[config.mk]
export PLATFORM = sky130hd
export DESIGN_NAME = branch_resolve_unit_flat
export DESIGN_NICKNAME = d
export VERILOG_FILES = /design/src/rtl/branch_resolve_unit_pkg.sv /design/src/rtl/branch_resolve_unit_if.sv /design/src/rtl/bht_counter_array.sv /design/src/rtl/branch_resolve_unit.sv /design/src/flat_wrapper.sv
export SDC_FILE = /design/constraint.sdc
export NUM_CORES = 1
export LEC_CHECK = 0
export CAP_MARGIN = 20
export CORE_MARGIN = 1
export CORE_UTILIZATION = 52
export CTS_BUF_LIST = sky130_fd_sc_hd__clkbuf_8
export DETAILED_ROUTE_END_ITERATION = 16
export PLACE_DENSITY = 0.91
export SETUP_SLACK_MARGIN = 0.05
export SLEW_MARGIN = 20
export SYNTH_ARGS = -nofsm -noshare
export SYNTH_HDL_FRONTEND = slang
export SYNTH_SLANG_ARGS = --single-unit
[constraint.sdc]
create_clock -name clk -period 5.7 [get_ports clk]
set_clock_uncertainty 0.2 [all_clocks]
set_input_delay 1.14 -clock clk [delete_from_list [all_inputs] [get_ports clk]]
set_output_delay 1.14 -clock clk [all_outputs]
set_load 0.01 [all_outputs]
[src/rtl/branch_resolve_unit_pkg.sv]
// branch_pkg: counter encodings, FSM states and default sizing for the branch resolve unit
package branch_pkg;
  typedef enum logic [1:0] {SNT = 2'b00, WNT = 2'b01, WT = 2'b10, ST = 2'b11} ctr_e;
  typedef enum logic [1:0] {IDLE, REDIRECT, FLUSH} state_e;
  localparam int DEF_ENTRIES = 16;
  localparam int DEF_IDX_W = 4;
  localparam int DEF_FLUSH_CYCLES = 2;
  localparam logic [1:0] DEF_INIT_CTR = WNT;
  function automatic logic [1:0] sat_update(input logic [1:0] c, input logic taken);
    return taken ? ((c == ST) ? ST : c + 2'd1) : ((c == SNT) ? SNT : c - 2'd1);
  endfunction
endpackage

[src/rtl/branch_resolve_unit_if.sv]
// branch_resolve_unit_if: EX-stage branch outcome in, redirect/flush back to pipeline control
interface branch_resolve_unit_if;
  logic ex_valid;
  logic ex_is_branch;
  logic ex_pred_taken;
  logic ex_branch_con;
  logic [15:0] ex_pc;
  logic [15:0] ex_pc_plus2;
  logic [15:0] ex_target;
  logic redirect;
  logic [15:0] redirect_pc;
  logic flush;
  modport master (
    output ex_valid, ex_is_branch, ex_pred_taken, ex_branch_con, ex_pc, ex_pc_plus2, ex_target,
    input  redirect, redirect_pc, flush
  );
  modport slave (
    input  ex_valid, ex_is_branch, ex_pred_taken, ex_branch_con, ex_pc, ex_pc_plus2, ex_target,
    output redirect, redirect_pc, flush
  );
endinterface

[src/rtl/bht_counter_array.sv]
// bht_counter_array: direct-mapped 2-bit saturating counters, async read, one update port
module bht_counter_array
  import branch_pkg::*;
#(
  parameter int ENTRIES = DEF_ENTRIES,
  parameter int IDX_W = DEF_IDX_W,
  parameter logic [1:0] INIT_CTR = DEF_INIT_CTR
) (
  input  logic             clk,
  input  logic             rst,
  input  logic [IDX_W-1:0] rd_idx,
  output logic [1:0]       rd_ctr,
  input  logic             we,
  input  logic [IDX_W-1:0] wr_idx,
  input  logic             wr_taken
);
  logic [1:0] ctr [ENTRIES];
  assign rd_ctr = ctr[rd_idx];
  // train the indexed counter; a read of the same entry sees the old value until the next cycle
  always_ff @(posedge clk or negedge rst)
    if (!rst) for (int i = 0; i < ENTRIES; i++) ctr[i] <= INIT_CTR;
    else if (we) ctr[wr_idx] <= sat_update(ctr[wr_idx], wr_taken);
endmodule

[src/rtl/branch_resolve_unit.sv]
// branch_resolve_unit: trains the BHT from EX outcomes and redirects/flushes on mispredicts
module branch_resolve_unit
  import branch_pkg::*;
#(
  parameter int ENTRIES = DEF_ENTRIES,
  parameter int IDX_W = DEF_IDX_W,
  parameter int FLUSH_CYCLES = DEF_FLUSH_CYCLES,
  parameter logic [1:0] INIT_CTR = DEF_INIT_CTR
) (
  input  logic                  clk,
  input  logic                  rst,
  input  logic [15:0]           if_pc,
  output logic                  if_pred_taken,
  input  logic                  stall,
  output logic [15:0]           mispredict_cnt,
  branch_resolve_unit_if.slave  ex
);
  state_e state_q, state_d;
  logic [2:0] flush_cnt_q, flush_cnt_d;
  logic [15:0] redirect_pc_q, redirect_pc_d, mis_cnt, mis_cnt_d;
  logic [1:0] rd_ctr;
  logic resolve, mispredict, unused_bits;
  assign resolve = ex.ex_valid & ex.ex_is_branch & ~stall & (flush_cnt_q == 3'd0);
  assign mispredict = resolve & (ex.ex_pred_taken != ex.ex_branch_con);
  assign unused_bits = ^{if_pc[15:IDX_W+1], if_pc[0], ex.ex_pc[15:IDX_W+1], ex.ex_pc[0], rd_ctr[0]};
  bht_counter_array #(.ENTRIES(ENTRIES), .IDX_W(IDX_W), .INIT_CTR(INIT_CTR)) u_bht (
    .clk      (clk),
    .rst      (rst),
    .rd_idx   (if_pc[IDX_W:1]),
    .rd_ctr   (rd_ctr),
    .we       (resolve),
    .wr_idx   (ex.ex_pc[IDX_W:1]),
    .wr_taken (ex.ex_branch_con)
  );
  assign if_pred_taken = rd_ctr[1];
  assign ex.redirect = state_q == REDIRECT;
  assign ex.redirect_pc = redirect_pc_q;
  assign ex.flush = flush_cnt_q != 3'd0;
  assign mispredict_cnt = mis_cnt;
  // a mispredict opens REDIRECT and reloads the flush window; stall freezes the whole FSM
  always_comb begin
    flush_cnt_d = stall ? flush_cnt_q : mispredict ? 3'(FLUSH_CYCLES) : (flush_cnt_q != 3'd0) ? flush_cnt_q - 3'd1 : 3'd0;
    state_d = stall ? state_q : mispredict ? REDIRECT : (flush_cnt_d != 3'd0) ? FLUSH : IDLE;
    redirect_pc_d = mispredict ? (ex.ex_branch_con ? ex.ex_target : ex.ex_pc_plus2) : redirect_pc_q;
    mis_cnt_d = (mispredict && mis_cnt != 16'hFFFF) ? mis_cnt + 16'd1 : mis_cnt;
  end
  // state, redirect target and statistics registers
  always_ff @(posedge clk or negedge rst)
    if (!rst) begin
      state_q <= IDLE;
      flush_cnt_q <= 3'd0;
      redirect_pc_q <= 16'h0000;
      mis_cnt <= 16'h0000;
    end else begin
      state_q <= state_d;
      flush_cnt_q <= flush_cnt_d;
      redirect_pc_q <= redirect_pc_d;
      mis_cnt <= mis_cnt_d;
    end
endmodule

[src/flat_wrapper.sv]
// flat-port wrapper written by rule: the top's interface ports become plain ports
module branch_resolve_unit_flat import branch_pkg::*;
#(
  parameter int ENTRIES = DEF_ENTRIES,
  parameter int IDX_W = DEF_IDX_W,
  parameter int FLUSH_CYCLES = DEF_FLUSH_CYCLES,
  parameter logic [1:0] INIT_CTR = DEF_INIT_CTR
)
  (clk, rst, if_pc, if_pred_taken, stall, mispredict_cnt, ex_ex_valid, ex_ex_is_branch, ex_ex_pred_taken, ex_ex_branch_con, ex_ex_pc, ex_ex_pc_plus2, ex_ex_target, ex_redirect, ex_redirect_pc, ex_flush);
  branch_resolve_unit_if ex_i ();
  input  logic clk;
  input  logic rst;
  input  logic [15:0] if_pc;
  output logic if_pred_taken;
  input  logic stall;
  output logic [15:0] mispredict_cnt;
  input wire logic [$bits(ex_i.ex_valid)-1:0] ex_ex_valid;
  input wire logic [$bits(ex_i.ex_is_branch)-1:0] ex_ex_is_branch;
  input wire logic [$bits(ex_i.ex_pred_taken)-1:0] ex_ex_pred_taken;
  input wire logic [$bits(ex_i.ex_branch_con)-1:0] ex_ex_branch_con;
  input wire logic [$bits(ex_i.ex_pc)-1:0] ex_ex_pc;
  input wire logic [$bits(ex_i.ex_pc_plus2)-1:0] ex_ex_pc_plus2;
  input wire logic [$bits(ex_i.ex_target)-1:0] ex_ex_target;
  output wire logic [$bits(ex_i.redirect)-1:0] ex_redirect;
  output wire logic [$bits(ex_i.redirect_pc)-1:0] ex_redirect_pc;
  output wire logic [$bits(ex_i.flush)-1:0] ex_flush;
  assign ex_i.ex_valid = ex_ex_valid;
  assign ex_i.ex_is_branch = ex_ex_is_branch;
  assign ex_i.ex_pred_taken = ex_ex_pred_taken;
  assign ex_i.ex_branch_con = ex_ex_branch_con;
  assign ex_i.ex_pc = ex_ex_pc;
  assign ex_i.ex_pc_plus2 = ex_ex_pc_plus2;
  assign ex_i.ex_target = ex_ex_target;
  assign ex_redirect = ex_i.redirect;
  assign ex_redirect_pc = ex_i.redirect_pc;
  assign ex_flush = ex_i.flush;
  branch_resolve_unit #(.ENTRIES(ENTRIES), .IDX_W(IDX_W), .FLUSH_CYCLES(FLUSH_CYCLES), .INIT_CTR(INIT_CTR)) u_core (.clk(clk), .rst(rst), .if_pc(if_pc), .if_pred_taken(if_pred_taken), .stall(stall), .mispredict_cnt(mispredict_cnt), .ex(ex_i));
endmodule
==> results.json <==
{
  "ir_worst_vdd_v": 0.0001630,
  "syn_to_final_growth_pct": 30.46,
  "netlist_area_um2": 3384,
  "nets": 435,
  "tightest_slew_ps": 853.1,
  "grt_max_degree": 70,
  "coreArea_um2": 6314,
  "reg2reg_to": "u_core.u_bht.ctr[9]$_DFFE_PN0P_",
  "crit_chain": "clkdlybuf4s50_1, mux4_2, mux4_2, clkdlybuf4s50_1",
  "portBuffers": 81,
  "place.gp.congestion": 0.8098,
  "startpoint": "if_pc[1]",
  "die_h_um": 82.68,
  "grt-ovfl-total": 0,
  "synth_seq_cells": 69,
  "pre_cts_ws_ps": 1071,
  "drive_gt1_frac": 0.2310,
  "fin_ws_ps": 1085,
  "ios": 106,
  "synthArstFlopShare": 1.000,
  "wl_um": 7293,
  "fillerInstances": 467,
  "syn_avg_cell_area_um2": 12.17,
  "clk_pin_slew_ps": 70,
  "root_buffer": "clkbuf_8",
  "r2r_cells": 5,
  "cts_sinks": 69,
  "cts_max_level": 3,
  "p_leak_nw": 1.922,
  "drc": 0,
  "start_util": 0.5361,
  "post_synth_num_cell_types": 33,
  "cts_setup_buffers": 0,
  "worstSetupEndpointType": "primary output",
  "num_antenna_cells": 0,
  "ctsResizeCount": 0,
  "post-route-period-util": 0.8096,
  "crit_slowest_cell": "clkdlybuf4s50_1",
  "drv_cap": 0,
  "endpoint": "if_pred_taken",
  "synth_edf_count": 0,
  "vias": 2493,
  "viasPerCell": 5.602,
  "relSlewSlack": 0.4313,
  "whs_ps": 277.1,
  "cts_made_buffers": 9,
  "rsz0062_at_grt": "no",
  "synth_area_leader_cell": "dfrtp_1",
  "r2r_slack_ps": 3230,
  "syn_inst": 278,
  "multi_input_area_um2": 1573,
  "die_w_um": 82.68,
  "setup_violations": 0,
  "regArea_um2": 1747,
  "hold_violations": 0,
  "startpoint_type": "input pin",
  "period_needed_ps": 4615,
  "fmax_ghz": 0.2167,
  "drt-initial-drc-count": 144,
  "cts_tree": "built",
  "timing.rr.start": "u_core.flush_cnt_q[2]$_DFF_PN0_",
  "status": "finished clean",
  "die_area_um2": 6835,
  "synth_top_cell_area_share": 0.3919,
  "layout_commonest_cell": "clkdlybuf4s50_1",
  "synth_nets": 350,
  "clock_latency_ps": 340,
  "grt_pass1_vias": 2483,
  "clock_path_buffers": 2,
  "cp_slowest_stage_delay_ps": 630,
  "arrival_ps": 3270,
  "seq_area_frac_synth": 0.5161,
  "place_hpwl_um": 5256,
  "final_cell_mix": "80 x clkdlybuf4s50_1, 53 x dfrtp_1, 50 x nand2_1, 34 x mux2_2, 18 x o21ai_0",
  "fp-row-count": 29,
  "ctsHoldBuffers": 0,
  "hp-class": "flip-flop to flip-flop",
  "p_per_area_nw_per_um2": 283.6,
  "crit_path_max_fanout": 4,
  "ant_nets": 0,
  "tns_ps": 0,
  "grt_usage": 0.2415,
  "critical_path_class": "input pin to primary output",
  "first_pass_iters": 4,
  "synth_ff_type": "dfrtp_1",
  "synthTopCellsByArea": "dfrtp_1 39%, dfstp_2 12%, mux2_2 11%, mux4_2 8.7%, nand2_1 5.5%",
  "wl_per_cell_um": 16.39,
  "worstPathRequired_ps": 4360,
  "grt_pass1_wl_um": 11940,
  "antenna_found_initial": 0,
  "slew_viol_final": 0,
  "yosysWarnings": 0
}
synthesized netlist by cell type, types with 5 or more instances:
library cell and instances:
nand4_1 6, nor2_1 5, nor3_1 5, mux2_2 34, mux2i_1 16, o21ai_0 18, dfstp_2 16, dfrtp_1 53
nand2_1 50, mux4_2 13, nand3_1 7, and3_1 5, xnor2_1 11
worst min-delay path by stage:
stage	start	end	slack, ps	depth (start not counted)
after floorplan	u_core.state_q[0]$_DFFE_PN0N_	u_core.state_q[0]$_DFFE_PN0N_	240	2
after global placement	u_core.state_q[0]$_DFFE_PN0N_	u_core.state_q[0]$_DFFE_PN0N_	260	2
after detailed placement	u_core.state_q[0]$_DFFE_PN0N_	u_core.state_q[0]$_DFFE_PN0N_	270	2
after CTS	u_core.ex.redirect_pc[8]$_DFFE_PN0P_	u_core.ex.redirect_pc[8]$_DFFE_PN0P_	280	2
after global routing	u_core.ex.redirect_pc[11]$_DFFE_PN0P_	u_core.ex.redirect_pc[11]$_DFFE_PN0P_	300	2
final	u_core.ex.redirect_pc[8]$_DFFE_PN0P_	u_core.ex.redirect_pc[8]$_DFFE_PN0P_	280	2
through the flow:
stage,power [mW],area (µm²),cells,util
2_1_floorplan,0.7502,3385,278,-
3_3_place_gp,0.9104,4252,429,0.6734
3_5_place_dp,0.9253,4252,429,0.6734
4_1_cts,1.264,4415,445,0.6994
5_1_grt,1.322,4415,445,0.6994
6_report,1.252,4415,445,0.6994
state kept, by name, indices dropped and copies added, names as in the netlist:
name,count
u_core.state_q,2
u_core.ex.redirect_pc,16
u_core.flush_cnt_q,3
u_core.u_bht.ctr,32
u_core.mispredict_cnt,16
worst max-delay path: cells and delay by family:
family / cells / cell delay, ps
mux: 2 / 1020
buf+inv: 2 / 1120
per-layer routing:
metal | wire, µm | vias up | track usage
met5 | 0 | - | 0
met4 | 104 | 0 | 0.1069
li1 | - | 1169 | -
met1 | 3196 | 1221 | 0.3169
met2 | 3509 | 94 | 0.3779
met3 | 483 | 9 | 0.06154
cells by family after synthesis:
| group | share of synthesized area |
|---|---|
| XOR/XNOR | 0.03882 |
| multiplexers | 0.2469 |
| adder cells (fa/ha/maj) | 0.01035 |
| AO/OA/AOI/OAI | 0.03955 |
| buffers and inverters | 0.01922 |
| flip-flops | 0.5161 |
| AND/OR/NAND/NOR | 0.1290 |
report_power, final:
group	internal [mW]	switching (mW)	total (mW)
Sequential	0.569	0.0522	0.622
Combinational	0.170	0.122	0.293
Clock	0.163	0.175	0.338
area by class of cell:
type	count	area share
repair buffers	84	0.1876
inverters	2	0.001700
clock buffers	10	0.03117
clock inverters	6	0.005951
multi-input cells	197	0.3562
well taps	77	0.02182
flip-flops and latches	69	0.3956
Note: power is estimated with default switching activity, not from simulation.
